==> src/rtl/uart_word_tx.sv <==
// uart_word_tx
// 16-bit word UART transmitter. One word is accepted through a valid/ready
// handshake. It is sent on TxData as two back-to-back 8N1 frames: the high
// byte goes first, and each byte is sent LSB first.
//
// Handshake: a word is accepted on any rising edge where i_valid and o_ready
// are both high. o_ready is high only in IDLE. i_valid while busy is ignored
// (not queued), and i_data is only sampled on the accepting edge.
//
// Ports:
//   clk        system clock, rising edge
//   reset      asynchronous, active-low reset
//   i_data     word to send (sampled at acceptance)
//   i_valid    word request
//   o_ready    idle, can accept a word
//   o_busy     transmission in progress (~o_ready)
//   o_done     one-cycle pulse when the low byte's stop bit completes
//   TxData     serial line, idle high, registered
//   state_dbg  current FSM state (debug visibility)
module uart_word_tx #(
  parameter int CLKS_PER_BIT = 10416
) (
  input  logic        clk,
  input  logic        reset,
  input  logic [15:0] i_data,
  input  logic        i_valid,
  output logic        o_ready,
  output logic        o_busy,
  output logic        o_done,
  output logic        TxData,
  output logic [1:0]  state_dbg
);

  localparam int CNT_W = (CLKS_PER_BIT > 1) ? $clog2(CLKS_PER_BIT) : 1;
  localparam logic [CNT_W-1:0] CNT_LAST = CNT_W'(CLKS_PER_BIT - 1);

  localparam logic [1:0] S_IDLE  = 2'd0;
  localparam logic [1:0] S_START = 2'd1;
  localparam logic [1:0] S_DATA  = 2'd2;
  localparam logic [1:0] S_STOP  = 2'd3;

  logic [1:0]       state;
  logic [CNT_W-1:0] cnt;
  logic [2:0]       bit_idx;
  logic             byte_idx;
  logic [7:0]       shift;
  // The high byte goes straight into the shift register at acceptance.
  // Only the low byte has to be held until the second frame starts.
  logic [7:0]       hold_lo;
  logic             tx;
  logic             done;

  logic tc;
  assign tc = (cnt == CNT_LAST);

  always_ff @(posedge clk or negedge reset) begin
    if (!reset) begin
      state    <= S_IDLE;
      cnt      <= '0;
      bit_idx  <= '0;
      byte_idx <= 1'b0;
      shift    <= '0;
      hold_lo  <= '0;
      tx       <= 1'b1;
      done     <= 1'b0;
    end else begin
      done <= 1'b0;

      // The bit-period counter only runs while a frame is on the line.
      if (state != S_IDLE) begin
        cnt <= tc ? '0 : cnt + 1'b1;
      end

      case (state)
        S_IDLE: begin
          tx <= 1'b1;
          if (i_valid) begin
            hold_lo  <= i_data[7:0];
            shift    <= i_data[15:8];
            byte_idx <= 1'b0;
            bit_idx  <= '0;
            cnt      <= '0;
            tx       <= 1'b0;
            state    <= S_START;
          end
        end

        S_START: begin
          if (tc) begin
            tx    <= shift[0];
            state <= S_DATA;
          end
        end

        S_DATA: begin
          if (tc) begin
            if (bit_idx == 3'd7) begin
              tx    <= 1'b1;
              state <= S_STOP;
            end else begin
              // TxData is registered, so the next bit is taken from
              // shift[1] while the shift register moves right.
              bit_idx <= bit_idx + 1'b1;
              shift   <= {1'b0, shift[7:1]};
              tx      <= shift[1];
            end
          end
        end

        S_STOP: begin
          if (tc) begin
            if (!byte_idx) begin
              // The low byte's start bit follows the stop bit directly,
              // with no idle gap between the two frames.
              byte_idx <= 1'b1;
              shift    <= hold_lo;
              bit_idx  <= '0;
              tx       <= 1'b0;
              state    <= S_START;
            end else begin
              tx    <= 1'b1;
              done  <= 1'b1;
              state <= S_IDLE;
            end
          end
        end

        default: begin
          tx    <= 1'b1;
          state <= S_IDLE;
        end
      endcase
    end
  end

  assign o_ready   = (state == S_IDLE);
  assign o_busy    = ~o_ready;
  assign o_done    = done;
  assign TxData    = tx;
  assign state_dbg = state;

endmodule

==> config.mk <==
export PLATFORM = sky130hd
export DESIGN_NAME = uart_word_tx
export DESIGN_NICKNAME = d
export VERILOG_FILES = /design/src/rtl/uart_word_tx.sv
export SDC_FILE = /design/constraint.sdc
export NUM_CORES = 1
export LEC_CHECK = 0
export CORE_ASPECT_RATIO = 0.5
export CORE_MARGIN = 1.5
export CORE_UTILIZATION = 40
export DETAILED_ROUTE_END_ITERATION = 16
export PLACE_DENSITY = 0.63
export SYNTH_ARGS = -nofsm -noshare
export SYNTH_HDL_FRONTEND = slang
export SYNTH_SLANG_ARGS = --single-unit
==> constraint.sdc <==
create_clock -name clk -period 2.11 [get_ports clk]
set_clock_uncertainty 0.2 [all_clocks]
set_input_delay 0.422 -clock clk [delete_from_list [all_inputs] [get_ports clk]]
set_output_delay 0.422 -clock clk [all_outputs]
set_load 0.05 [all_outputs]
==> impl_metrics.json <==
{
  "async_flop_share_pct": 100.0,
  "antenna_found_initial": 0,
  "boundaryPins": 25,
  "synthDistinctLibCells": 52,
  "startpoint_type": "flip-flop",
  "slew_viol_final": 0,
  "r2r-start": "state_dbg[0]$_DFFE_PN0P_",
  "dr.pass1.iters": 4,
  "synth_commonest_cells": "dfrtp_1 (37), nand2_1 (28), mux2_2 (18), a21oi_1 (10)",
  "dpl_cell_area_um2": 2649,
  "worstSetupPathType": "reg2reg",
  "final_util_pct": 56.94,
  "synthFlopType": "dfrtp_1",
  "cp.required_ns": 2.09,
  "max_freq_ghz": 0.4802,
  "gr-total-overflow": 0,
  "syn_inst": 197,
  "maxCapViolCount": 0,
  "fin_hold_ws_ns": 0.2912,
  "max_slew_margin_pct": 61.48,
  "totalWireLength_um": 4894,
  "clk_latency_ns": 0.29,
  "cp.arrival_ns": 2.06,
  "remaining_drc_errors": 0,
  "drt_iter0_markers": 53,
  "status": "complete, no violations",
  "endpoint_kind": "flip-flop",
  "irDropWorstVdd_v": 0.0002676,
  "r2r_slack_ns": 0.03,
  "synth_area_leaders": "dfrtp_1 (44%), mux2_2 (9.7%), nand2_1 (5.0%)",
  "vias": 1719,
  "synth_edf_count": 0,
  "critPathMaxFanout": 5,
  "synth_top_cell_by_area": "dfrtp_1",
  "clk_path_buf_depth": 2,
  "synth.avg_cell_area_um2": 10.65,
  "final_nets": 281,
  "numCtsBuffers": 5,
  "hpwl_um": 3523,
  "coreArea_um2": 4977,
  "wl_per_cell_um": 15.01,
  "viasPerCell": 5.273,
  "synth_nets": 223,
  "p_leak_nw": 1.227,
  "start_util_pct": 42.16,
  "r2r_cells": 6,
  "path_clk_slew_ns": 0.07,
  "die_y_um": 54.22,
  "grt_max_degree": 27,
  "ys_seq_area_share_pct": 45.38,
  "hold_violations": 0,
  "crit_path_start": "state_dbg[0]$_DFFE_PN0P_",
  "final_area_um2": 2834,
  "gp_congestion": 0.8356,
  "drtAntennaViolNets": 0,
  "fin_crit_sh_pct": 98.69,
  "drive_gt1_share_pct": 35.94,
  "hp-class": "reg2reg",
  "setup_viol": 0,
  "area_growth_pct": 35.06,
  "cts_htree_levels": 2,
  "grt_usage_pct": 18.91,
  "r2r_end": "shift[0]$_DFFE_PN0P_",
  "grt_pass1_wl_um": 8142,
  "grt_pass1_vias": 1682,
  "finalPower_mw": 1.309,
  "die_area_um2": 5716,
  "rsz0062_at_grt": "yes",
  "cts.sinks": 38,
  "port_buffers": 24,
  "fin_crit_ns": 2.082,
  "worst_pin_slew_ns": 0.5778,
  "n_antenna_cell": 0,
  "synth_seq_cells": 38,
  "cts_tree": "built",
  "yosysTopAreaCellShare_pct": 44.13,
  "std_cell_rows": 18,
  "root_buffer": "clkbuf_8",
  "die_w_um": 105.4,
  "powerDensity_nw_per_um2": 462.0,
  "synthesis.area_um2": 2098,
  "yosysMostFrequentCell": "dfrtp_1",
  "crit_end": "shift[0]$_DFFE_PN0P_",
  "yosysWarnings": 0
}
-- state kept, by name (all words and copies together) (netlist names) --
register	flops
byte_idx	1
shift	8
TxData	1
bit_idx	3
o_done	1
hold_lo	8
state_dbg	2
cnt	14
-- where the power goes --
group | total (mW) | internal [mW] | switching, mW
clock network | 0.521 | 0.264 | 0.257
registers | 0.728 | 0.728 | 0
logic | 0.0604 | 0.0364 | 0.0240
total | 1.31 | 1.03 | 0.281
-- layout make-up --
class,count,area [um2]
Fill cell,436,2143
Multi-Input combinational cell,146,1150
Sequential cell,38,954.7
Timing Repair Buffer,59,525.5
Tap cell,70,87.58
Clock buffer,7,86.33
Inverter,5,25.02
Clock inverter,1,5.005
-- worst min-delay path by stage --
stage / end / startpoint / slack (ns) / depth (start not counted)
finish: cnt[8]$_DFF_PN0_ / cnt[8]$_DFF_PN0_ / 0.29 / 1
floorplan: bit_idx[0]$_DFFE_PN0P_ / reset / -0.07 / 0
global placement: hold_lo[0]$_DFFE_PN0P_ / reset / 0.25 / 1
detailed placement: hold_lo[6]$_DFFE_PN0P_ / reset / 0.25 / 1
CTS: cnt[8]$_DFF_PN0_ / cnt[8]$_DFF_PN0_ / 0.29 / 1
global route: cnt[8]$_DFF_PN0_ / cnt[8]$_DFF_PN0_ / 0.33 / 1
-- placed cells by master (no fill, tap or decap), drive strengths merged, types with 3 or more instances in the layout --
cell / count
a22o: 3
mux2i: 6
buf: 40
clkbuf: 7
mux2: 18
o21ai: 4
a21oi: 10
clkdlybuf4s50: 18
a22oi: 8
a31oi: 3
nand4: 4
and2: 3
nor2: 5
nand2: 28
inv: 4
dfrtp: 37
and3: 6
nand3: 8
o211ai: 3
and4: 3
ha: 7
-- stage by stage --
step / instances / setup slack, ns / setup TNS [ns]
4_1_cts: 323 / 0.006580 / 0
5_1_grt: 326 / -0.01713 / -0.07078
3_5_place_dp: 313 / -0.2159 / -1.817
3_3_place_gp: 313 / -0.1873 / -1.626
2_1_floorplan: 197 / -0.1645 / -1.316
6_report: 326 / 0.02765 / 0
-- worst max-delay path: stages, from the launching register on --
cell	delay, ns
dfrtp_2	0.45
inv_4	0.10
ha_4	0.14
or2b_1	0.25
and2_4	0.17
a31oi_4	0.28
mux2_2	0.38
-- what timing repair did --
action,in CTS,in global routing
pin swaps,1,1
setup buffers,0,3
cloned,1,0
resized for setup,2,9
setup endpoints to repair,10,12
hold buffers,1,0
hold endpoints to repair,23,0
-- cells by family after synthesis --
group           synth area share, %
compound gates                15.51
xor+xnor                     0.4175
fa+ha+maj                     4.174
buf+inv                       3.458
flops                         45.38
mux                           12.52
simple gates                  18.55
-- layer usage --
metal | vias to the layer above | GRT usage (%) | wire length, um
met3 | 9 | 4.405 | 119
met5 | - | 0 | 0
met2 | 25 | 34.53 | 2366
li1 | 850 | - | -
met4 | 0 | 7.078 | 67
met1 | 835 | 22.72 | 2341
(Power assumes the default switching activity.)
